==> src/rtl/pwm_ctrl_multi.sv <==
// Multi-channel PWM generator with button-driven duty adjustment.
// A shared prescaler and period counter drive CH outputs. Each channel keeps a
// live duty register edited by the buttons and a shadow copy used for compare,
// refreshed only at the period wrap so edits never truncate a running pulse.
module pwm_ctrl_multi #(
  parameter int CH       = 4,
  parameter int WIDTH    = 8,
  parameter int PRESC    = 10,
  parameter int KEY      = 5000000,
  parameter int MODE     = 0,
  parameter int STEP     = 1,
  parameter int DUTY_RST = 1,
  localparam int SELW    = (CH > 1) ? $clog2(CH) : 1
) (
  input  logic             clk,
  input  logic             rst,
  input  logic             up,
  input  logic             down,
  input  logic             nxt,
  output logic [CH-1:0]    pwm,
  output logic [WIDTH-1:0] state,
  output logic [SELW-1:0]  sel,
  output logic             period_start
);

  localparam int PW = (PRESC > 0) ? $clog2(PRESC + 1) : 1;
  localparam int KW = (KEY > 0) ? $clog2(KEY + 1) : 1;

  localparam logic [PW-1:0]    PRE_MAX   = PW'(PRESC);
  localparam logic [KW-1:0]    KEY_MAX   = KW'(KEY);
  localparam logic [WIDTH-1:0] DUTY_INIT = WIDTH'(DUTY_RST);
  localparam logic [WIDTH:0]   STEP_W    = (WIDTH + 1)'(STEP);
  localparam logic [WIDTH:0]   DUTY_MAX  = {1'b0, {WIDTH{1'b1}}};
  localparam logic [SELW-1:0]  SEL_LAST  = SELW'(CH - 1);

  typedef enum logic [1:0] {
    ACT_NONE,
    ACT_UP,
    ACT_DOWN,
    ACT_NEXT
  } act_t;

  logic [PW-1:0]    pre;
  logic             tick;
  logic [WIDTH-1:0] tim;
  logic             wrap;
  logic [KW-1:0]    keycnt;
  logic             key_tick;

  logic [1:0]       up_sync;
  logic [1:0]       down_sync;
  logic [1:0]       nxt_sync;

  logic [WIDTH-1:0] duty     [CH];
  logic [WIDTH-1:0] duty_act [CH];

  act_t             act;
  logic [WIDTH-1:0] duty_sel;
  logic [WIDTH-1:0] duty_inc;
  logic [WIDTH-1:0] duty_dec;
  logic [WIDTH:0]   sum;

  assign tick     = (pre == PRE_MAX);
  assign wrap     = (tim == '1);
  assign key_tick = (keycnt == KEY_MAX);
  assign duty_sel = duty[sel];
  assign state    = ~duty_sel;

  // Prescaler: one carrier tick every PRESC+1 clocks.
  always_ff @(posedge clk or posedge rst) begin
    if (rst) begin
      pre <= '0;
    end else if (tick) begin
      pre <= '0;
    end else begin
      pre <= pre + 1'b1;
    end
  end

  // Period counter, shadow duty load at wrap, and registered PWM compare.
  always_ff @(posedge clk or posedge rst) begin
    if (rst) begin
      tim          <= '0;
      period_start <= 1'b0;
      pwm          <= '0;
      for (int unsigned i = 0; i < CH; i++) begin
        duty_act[i] <= DUTY_INIT;
      end
    end else begin
      period_start <= tick && wrap;
      if (tick) begin
        tim <= tim + 1'b1;
        for (int unsigned i = 0; i < CH; i++) begin
          pwm[i] <= (tim < duty_act[i]);
        end
        if (wrap) begin
          for (int unsigned i = 0; i < CH; i++) begin
            duty_act[i] <= duty[i];
          end
        end
      end
    end
  end

  // Button step interval counter.
  always_ff @(posedge clk or posedge rst) begin
    if (rst) begin
      keycnt <= '0;
    end else if (key_tick) begin
      keycnt <= '0;
    end else begin
      keycnt <= keycnt + 1'b1;
    end
  end

  // Two-flop synchronizers for the asynchronous active-low buttons.
  always_ff @(posedge clk or posedge rst) begin
    if (rst) begin
      up_sync   <= '1;
      down_sync <= '1;
      nxt_sync  <= '1;
    end else begin
      up_sync   <= {up_sync[0], up};
      down_sync <= {down_sync[0], down};
      nxt_sync  <= {nxt_sync[0], nxt};
    end
  end

  // Pick at most one action per step tick, priority up > down > nxt.
  always_comb begin
    act = ACT_NONE;
    if (key_tick) begin
      if (!up_sync[1]) begin
        act = ACT_UP;
      end else if (!down_sync[1]) begin
        act = ACT_DOWN;
      end else if (!nxt_sync[1]) begin
        act = ACT_NEXT;
      end
    end
  end

  // Candidate duty values for the selected channel under the chosen step law.
  always_comb begin
    duty_inc = duty_sel;
    duty_dec = duty_sel;
    sum      = '0;
    if (MODE == 0) begin
      duty_inc = (duty_sel << 1) | WIDTH'(1);
      duty_dec = (duty_sel >> 1) | WIDTH'(1);
    end else begin
      // One extra bit keeps the increment from wrapping before saturation.
      sum      = {1'b0, duty_sel} + STEP_W;
      duty_inc = (sum > DUTY_MAX) ? '1 : sum[WIDTH-1:0];
      duty_dec = ({1'b0, duty_sel} < STEP_W) ? '0 : (duty_sel - STEP_W[WIDTH-1:0]);
    end
  end

  // Live duty registers and channel selection.
  always_ff @(posedge clk or posedge rst) begin
    if (rst) begin
      sel <= '0;
      for (int unsigned i = 0; i < CH; i++) begin
        duty[i] <= DUTY_INIT;
      end
    end else begin
      case (act)
        ACT_UP:   duty[sel] <= duty_inc;
        ACT_DOWN: duty[sel] <= duty_dec;
        ACT_NEXT: sel <= (sel == SEL_LAST) ? '0 : (sel + 1'b1);
        default:  ;
      endcase
    end
  end

endmodule

==> config.mk <==
export PLATFORM = sky130hd
export DESIGN_NAME = pwm_ctrl_multi
export DESIGN_NICKNAME = d
export VERILOG_FILES = /design/src/rtl/pwm_ctrl_multi.sv
export SDC_FILE = /design/constraint.sdc
export NUM_CORES = 1
export LEC_CHECK = 0
export ABC_AREA = 0
export CAP_MARGIN = 10
export CORE_ASPECT_RATIO = 1.25
export CORE_UTILIZATION = 46
export CTS_CLUSTER_SIZE = 40
export DETAILED_ROUTE_END_ITERATION = 7
export PLACE_DENSITY = 0.61
export SYNTH_ARGS = -nofsm -noshare
export SYNTH_HDL_FRONTEND = slang
export SYNTH_SLANG_ARGS = --single-unit
==> constraint.sdc <==
create_clock -name clk -period 3.1 [get_ports clk]
set_input_delay 0.465 -clock clk [delete_from_list [all_inputs] [get_ports clk]]
set_output_delay 0.465 -clock clk [all_outputs]
set_load 0.02 [all_outputs]
# Word level (Yosys, flattened, before mapping)
# Index checks and enable logic that the tools add are counted.
[op_classes]
add_sub_neg = 4
mul = 0
div_mod_pow = 0
magnitude_cmp = 6
n_eq_ne = 7
shift = 0
mux = 15
bitwise = 2
n_reduce_logical = 4
[ops]
columns = ["cell", "count"]
rows = [
  ["$bwmux 32", 2],
  ["$pmux 32 s2", 1],
  ["$lt 8x8->1", 4],
  ["$mux 8", 3],
  ["$add 23x1->23 const B", 1],
  ["$eq 23x23->1 const B", 1],
  ["$mux 23", 1],
  ["$bmux 8 s2", 1],
  ["$demux 8 s2", 1],
  ["$mux 2", 5],
  ["$add 8x1->8 const B", 1],
  ["$eq 8x8->1 const B", 1],
  ["$not 8->8", 1],
  ["$eq 2x2->1 const B", 3],
  ["$add 4x1->4 const B", 1],
  ["$eq 4x4->1 const B", 1],
  ["$mux 4", 1],
  ["$ge 3x3->1 const B", 1],
  ["$lt 3x1->1 const B", 1],
  ["$not 2->3", 1],
  ["$add 2x1->2 const B", 1],
  ["$eq 2x1->1 const B", 1],
  ["$logic_and 1x1->1", 2],
  ["$reduce_and 2->1", 1],
  ["$reduce_bool 2->1", 1],
]
[word_totals]
reg_bits = 112
latch_bits = 0
ram_bits = 0
mem_bits_ro = 0
inputBits = 5
output_inout_bits = 15
mem_count = 0

# Depth between registers and ports, before layout
# Gate-level depths: netlist of run 1.
[logic_depth]
ltp_word = 7
ltp_mapped = 12
depth_no_buf = 11

# Worst setup path before layout of run 1
# No wires, ideal clock.
[synth_path]
path_kind = "reg-to-reg"
start = "reg keycnt[0]"
end = "reg duty[17] (netlist name)"
t_arrival_ns = 2.638
t_required_ns = 3.017
setup_slack_ns = 0.379
stages_incl_launch_ff = 11
n_path_buf = 1
synth_period_minus_slack_ns = 2.721
path_cell_list = "dfrtp_1 inv_1 ha_1 nor4bb_1 nand4_1 nor4_1 and3_1 ha_1 clkbuf_1 mux4_2 o21ai_0"
[synth_via]
elab_chain_len = 4
elab_cells_between_ends = 6
classes_between = "3 x eq/ne; 2 x mux; 1 x reduce/logical"
[synth_lines]
columns = ["item", "line", "rtl"]
rows = [
  ["start: declaration", "47", "logic [KW-1:0] keycnt;"],
  ["start signal: assignment", "112", "keycnt <= keycnt + 1'b1;"],
  ["$eq 23x23->1 (*)", "65", "assign key_tick = (keycnt == KEY_MAX);"],
  ["$mux 2 (*)", "132", "if (key_tick) begin"],
  ["$eq 2x2->1 or $eq 2x1->1 (tied branches)", "167", "case (act)"],
  ["$pmux 32 s2 or $reduce_bool 2->1 (tied branches)", "--", ""],
  ["end signal: indexed assignment", "168", "ACT_UP: duty[sel] <= duty_inc;"],
  ["end signal: indexed assignment", "169", "ACT_DOWN: duty[sel] <= duty_dec;"],
  ["end: declaration", "54", "logic [WIDTH-1:0] duty [CH];"],
]
# Mark *: on every way between the ends. The rest lies on a longest branch, timed or not.
# A chain may end at the register's enable or synchronous reset.

# Final worst setup path of run 1
[layout_path]
start = "reg sel[0]"
end = "out state[6]"
[layout_via]
elab_chain_len = 5
[layout_lines]
columns = ["item", "line", "rtl"]
rows = [
  ["start: declaration", "22", "output logic [SELW-1:0] sel,"],
  ["start signal: assignment", "170", "ACT_NEXT: sel <= (sel == SEL_LAST) ? '0 : (sel + 1'b1);"],
  ["$not 2->3 (implied by the code)", "66", "assign duty_sel = duty[sel];"],
  ["$bmux 8 s2", "66", ""],
  ["$mux 8 (implied by the code) (2 in series)", "66", ""],
  ["$not 8->8", "67", "assign state = ~duty_sel;"],
  ["end: declaration", "21", "output logic [WIDTH-1:0] state,"],
]
# Every way passes these cells. The select of a mux whose other input is x is not followed.

==> impl_metrics.tcl, run 1 <==
set metrics [dict create \
    outcome "complete, no violations" \
    avgSynthCellArea_um2 10.7 \
    grt_pass1_wl_mm 19.1 \
    dieArea_um2 12600 \
    fin_ws_ns 0.146 \
    cts_tree "done" \
    critPathArrivalTime_ns 2.49 \
    grt_max_degree 89 \
    io_buffers 19 \
    final_util_pct 53.5 \
    p_comb_share_pct 1.4 \
    n_antenna_cell 0 \
    p_clk_share_pct 41.8 \
    cts_made_buffers 9 \
    via_per_inst 5.30 \
    synth_nets 565 \
    antenna_found_initial 0 \
    ys_seq_elements 112 \
    vias 3765 \
    final-hold-violation-count 0 \
    fin_crit_ns 2.95 \
    dpl.hpwl_mm 8.15 \
    finalPower_uw 2590 \
    p_sw_share_pct 21.1 \
    pre_cts_slack_ns 0.154 \
    synth_ff_type "dfrtp_1" \
    gp_congestion 0.825 \
    antenna_left 0 \
    io-pin-count 20 \
    p_leak_uw 0.00275 \
    nNetsFinal 586 \
    setup_violations 0 \
    yosysUniqueCellTypes 49 \
    clk_path_buf_depth 2 \
    yosys.area.top_type_share_pct 43.8 \
    rows 44 \
    r2r_cells 11 \
    power_switching_uw 546 \
    fmax_ghz 0.339 \
    synth_top_area_cell "dfrtp_1" \
    drc_errors 0 \
    cp.required_ns 2.63 \
    yosysSeqAreaShare_pct 50.4 \
    cts_hold_buf 0 \
    synth_top_cells_by_area "dfrtp_1, ha_1, mux2_2" \
    die_width_um 101 \
    power.density_nw_per_um2 412 \
    routedWlPerCell_um 15.6 \
    rrSetupSlack_ns 0.24 \
    path_class "flip-flop to primary output" \
    final_common_cell "dfrtp_1" \
    drt_wl_total_mm 11.1 \
    finalCritPeriodShare_pct 95.3 \
    htreeDepth 3 \
    die_y_um 125 \
    drive_above_1_share_pct 15.5 \
    rr_endpoint "duty[20]$_DFFE_PP0P_" \
    cap_violations 0 \
    synth_warnings 0 \
    r2r_start "keycnt[0]$_DFF_PP0_" \
    initialDrtViolationCount 169 \
    initial_utilization_pct 47.7 \
    coreArea_um2 11700 \
    min_delay_worst_endpoint "down_sync[1]$_DFF_PP1_" \
    grt_usage_pct 19.4 \
    slew_violations 0 \
    finClkSkew_ns 0.00723 \
    internal_power_uw 2040 \
    pwr-share-seq_pct 56.8 \
    grt_pass1_vias 3721 \
    cp_max_fo 9 \
    clock-sinks 112 \
    clockRootBuffer "clkbuf_16" \
    grt_overflow_total 0 \
    cp-end-kind "primary output" \
    tightestPinTransition_ns 1.02 \
    min_from "down_sync[0]$_DFF_PP1_" \
    layout_common_cells "dfrtp_1, nand2_1, mux2_2" \
    slew_headroom_pct 31.3 \
    ys_async_sr_fraction_pct 100 \
    area_growth_pct 12.1 \
    syn_inst 523 \
    synthesis.area_um2 5600 \
    drt-pass1-iter-count 4 \
    crit_path_start_kind "flip-flop" \
    clk_latency_ns 0.34 \
    hold_class "flip-flop to flip-flop" \
    vdd_drop_max_uv 233 \
    clkSlewWorstSetupHoldPaths_ns 0.07 \
    whs_path_depth 0 \
    synth_edf_count 0 \
]
==> metrics by stage <==
stage	instance area (µm²)	TNS, ns	instances	hold WS [ns]
4_1_cts	6260	0	710	0.361
3_5_place_dp	5990	0	694	0.349
6_report	6270	0	710	0.359
5_1_grt	6270	-0.000439	710	0.363
2_1_floorplan	5600	0	523	0.345
3_3_place_gp	5990	0	694	0.349
==> cell families (layout without fill, tap and decap cells) <==
family,after synthesis,in the layout,synth area share (%)
AND/OR/NAND/NOR,163,163,14.1
AO/OA/AOI/OAI,77,77,8.36
flip-flops,112,112,50.4
adder cells (fa/ha/maj),37,37,8.27
multiplexers,54,54,11.0
XOR/XNOR,25,25,3.91
buffers and inverters,55,81,4.05
==> metal layers <==
metal  global-route usage (%)  part of all wire [%]
met1                     28.4                    49
met2                     29.6                    47
met3                     3.58                   2.8
met4                     5.12                   1.1
met5                        0                     0
==> worst max-delay path by stage <==
| stage | end | cells past startpoint | slack, ns | from |
|---|---|---|---|---|
| detailed placement | duty[20]$_DFFE_PP0P_ | 11 | 0.15 | keycnt[0]$_DFF_PP0_ |
| finish | state[6] | 3 | 0.15 | sel[0]$_DFFE_PP0N_ |
| global placement | duty[19]$_DFFE_PP0P_ | 10 | 0.22 | keycnt[0]$_DFF_PP0_ |
| global route | duty[19]$_DFFE_PP0P_ | 10 | -0.0004 | keycnt[0]$_DFF_PP0_ |
| floorplan | duty[17]$_DFFE_PP0P_ | 10 | 0.38 | keycnt[0]$_DFF_PP0_ |
| CTS | state[6] | 3 | 0.12 | sel[0]$_DFFE_PP0N_ |
==> synthesized netlist by cell type (all sizes together) (2+ instances only) <==
library cell,n
nand2b,5
ha,37
a211o,2
o21ai,37
o22ai,2
mux4,2
o31ai,7
nand3,8
o211ai,3
buf,8
a22o,4
nor4b,3
xor2,6
mux2i,13
a22oi,2
nand2,75
nor4,3
a2111oi,3
dfstp,14
dfrtp,98
xnor2,19
or3,2
nor3,10
clkbuf,9
nor2,26
nand4,15
mux2,39
and2,3
and4,3
a21oi,14
nor2b,3
and3,2
inv,38
==> cell type report <==
type	instances	area [µm²]
fill	1057	5450
sequential	112	2820
multi-input combinational	356	2570
timing repair buffer	27	263
clock buffer	11	243
tap	161	201
inverter	38	146
clock inverter	5	33.8
==> critical path, stage by stage (launching register included) <==
cell,delay [ns]
dfrtp_1,0.60
mux2_2,0.41
mux2i_1,0.42
clkdlybuf4s50_1,0.72
==> state kept, by name (all words and copies together), names as in the netlist, 4 cells and up <==
register  count
duty_act     32
tim           8
duty         32
pwm           4
pre           4
keycnt       23
==> timing repair <==
item | CTS | global route
resized for setup | 0 | 1
endpoints found under the setup margin | 0 | 17
setup buffers | 0 | 0
==> power by group through the flow <==
stage                     Combinational, µW  Sequential, µW  Clock [µW]
after floorplan                        22.2            1500           0
after global placement                 39.5            1500           0
after detailed placement               39.7            1500           0
after CTS                              39.6            1470        1120
after global routing                   44.2            1470        1180
final                                  36.5            1470        1080
(Power assumes the default switching activity.)
==> run 2, diff against run 1 <==
Settings changed: PLACE_DENSITY 0.61 to 0.59, RECOVER_POWER set to 50.
Clock period 3.1 ns to 3.3 ns, I/O delays scaled along.
==> run 2 against run 1 <==
Against the previous run:
- the run now ends with max-slew violations left
- setup slack improved by 0.17 ns
- sequential share of layout area grew 0.22 points
- sequential power shrank 6%
- non-clock buffer count fell by 1
- die area did not move
- total power shrank 6.0%
- final cell count fell by 0.14%
- combinational power down 14%
- worst hold slack got worse by 0.0019 ns
- critical path type is now flip-flop to flip-flop
- largest power group unchanged
==> impl_metrics.tcl, run 2 (synthesized netlist as in run 1, its figures left out) <==
set metrics [dict create \
    power.density_nw_per_um2 390 \
    clock-sinks 112 \
    via_per_inst 5.35 \
    finalCritPeriodShare_pct 90.4 \
    crit_path_start_kind "flip-flop" \
    drt-pass1-iter-count 4 \
    antenna_found_initial 0 \
    path_class "flip-flop to flip-flop" \
    whs_path_depth 0 \
    wl_met3_um 329 \
    nNetsFinal 585 \
    io_buffers 19 \
    tightestPinTransition_ns 1.51 \
    min_from "up_sync[0]$_DFF_PP1_" \
    drc_errors 0 \
    hold_class "flip-flop to flip-flop" \
    area_growth_pct 11.5 \
    die_width_um 101 \
    fin_crit_ns 2.98 \
    dpl.hpwl_mm 8.02 \
    htreeDepth 3 \
    post_cts_buffers 0 \
    wl_met1_mm 5.68 \
    rsz0062_at_grt "false" \
    setup_violations 0 \
    stdcell_area_um2 6240 \
    post_cts_resized 0 \
    grt_usage_pct 20.1 \
    grt_overflow_total 0 \
    cts_made_buffers 9 \
    p_leak_uw 0.00274 \
    r2r_start "keycnt[0]$_DFF_PP0_" \
    rows 44 \
    slew_violations 112 \
    outcome "finished, violations left" \
    layout_common_cells "dfrtp_1, nand2_1, mux2_2" \
    cts_hold_buf 0 \
    final-hold-violation-count 0 \
    fmax_ghz 0.335 \
    die_y_um 125 \
    r2r_cells 10 \
    clk_path_buf_depth 2 \
    coreArea_um2 11700 \
    drive_above_1_share_pct 15.5 \
    cap_violations 0 \
    cts_tree "done" \
    clockRootBuffer "clkbuf_16" \
    cp.required_ns 3.50 \
    slew_headroom_pct -0.476 \
    antenna_left 0 \
    dr.max_layer_used "met4" \
    clkSlewWorstSetupHoldPaths_ns 0.07 \
    dieArea_um2 12600 \
    vias 3791 \
    drt_wl_total_mm 11.3 \
    grt_pass1_wl_mm 19.5 \
    gp_congestion 0.874 \
    top_regs "duty x32, duty_act x32, keycnt x23" \
    cp_max_fo 15 \
    grt_max_degree 113 \
    failed_checks "max-slew violations" \
    crit_path_start "keycnt[0]$_DFF_PP0_" \
    clk_latency_ns 0.35 \
    grt_pass1_vias 3744 \
    initialDrtViolationCount 173 \
    n_antenna_cell 0 \
    critPathArrivalTime_ns 3.18 \
    place_area_um2 5980 \
    wl_met2_mm 5.14 \
    cp-end-kind "flip-flop" \
    finClkSkew_ns 0.00731 \
    io-pin-count 20 \
    final_common_cell "dfrtp_1" \
    vdd_drop_max_uv 224 \
    routedWlPerCell_um 16.0 \
    tns_ns 0 \
    initial_utilization_pct 47.7 \
]
[run 2: worst paths after layout]
| path | slack, ns | endpoint |
|---|---|---|
| max | 0.32 | duty[19]$_DFFE_PP0P_ |
| max in group asynchronous | 1.18 | duty_act[23]$_DFFE_PP0P_ |
| min in group asynchronous | 1.18 | sel[1]$_DFFE_PP0N_ |
| max reg2reg | 0.32 | duty[19]$_DFFE_PP0P_ |
| min | 0.36 | up_sync[1]$_DFF_PP1_ |
| min reg2reg | 0.36 | up_sync[1]$_DFF_PP1_ |
[run 2: report_power, final]
| part | total, µW | switching, µW | internal, µW |
|---|---|---|---|
| Sequential | 1380 | 1.31 | 1380 |
| Combinational | 31.3 | 26.9 | 4.37 |
| Clock | 1020 | 506 | 516 |
| Total | 2430 | 534 | 1900 |
[run 2: through the flow]
stage / instances / utilization [%] / setup slack [ns] / hold WS (ns) / power, µW
2_1_floorplan: 523 / - / 0.579 / 0.345 / 1430
3_3_place_gp: 693 / 51.0 / 0.365 / 0.345 / 1440
3_5_place_dp: 693 / 51.0 / 0.286 / 0.347 / 1440
4_1_cts: 709 / 53.3 / 0.258 / 0.358 / 2470
5_1_grt: 709 / 53.2 / 0.0544 / 0.362 / 2520
6_report: 709 / 53.2 / 0.316 / 0.358 / 2430
[run 2: area by class of cell]
| type | count | area (µm²) |
|---|---|---|
| inverters | 38 | 146 |
| well taps | 161 | 201 |
| clock buffers | 10 | 229 |
| fillers | 1074 | 5480 |
| clock inverters | 6 | 43.8 |
| flip-flops and latches | 112 | 2820 |
| repair buffers | 26 | 243 |
| multi-input cells | 356 | 2560 |
[run 2: layer usage]
layer | vias up | global-route usage [%]
met3 | 10 | 3.80
met2 | 59 | 29.9
met4 | 0 | 5.71
met5 | - | 0
met1 | 1855 | 30.0
li1 | 1867 | -
[run 2: worst max-delay path, stage by stage (launching register included)]
cell and delay, ns:
dfrtp_1 0.43, inv_1 0.08, ha_1 0.17, nor4bb_1 0.32
nand4_1 0.15, nor4_2 0.36, buf_4 0.28, and2_1 0.15
ha_1 0.26, nand2_1 0.44, o21ai_0 0.19
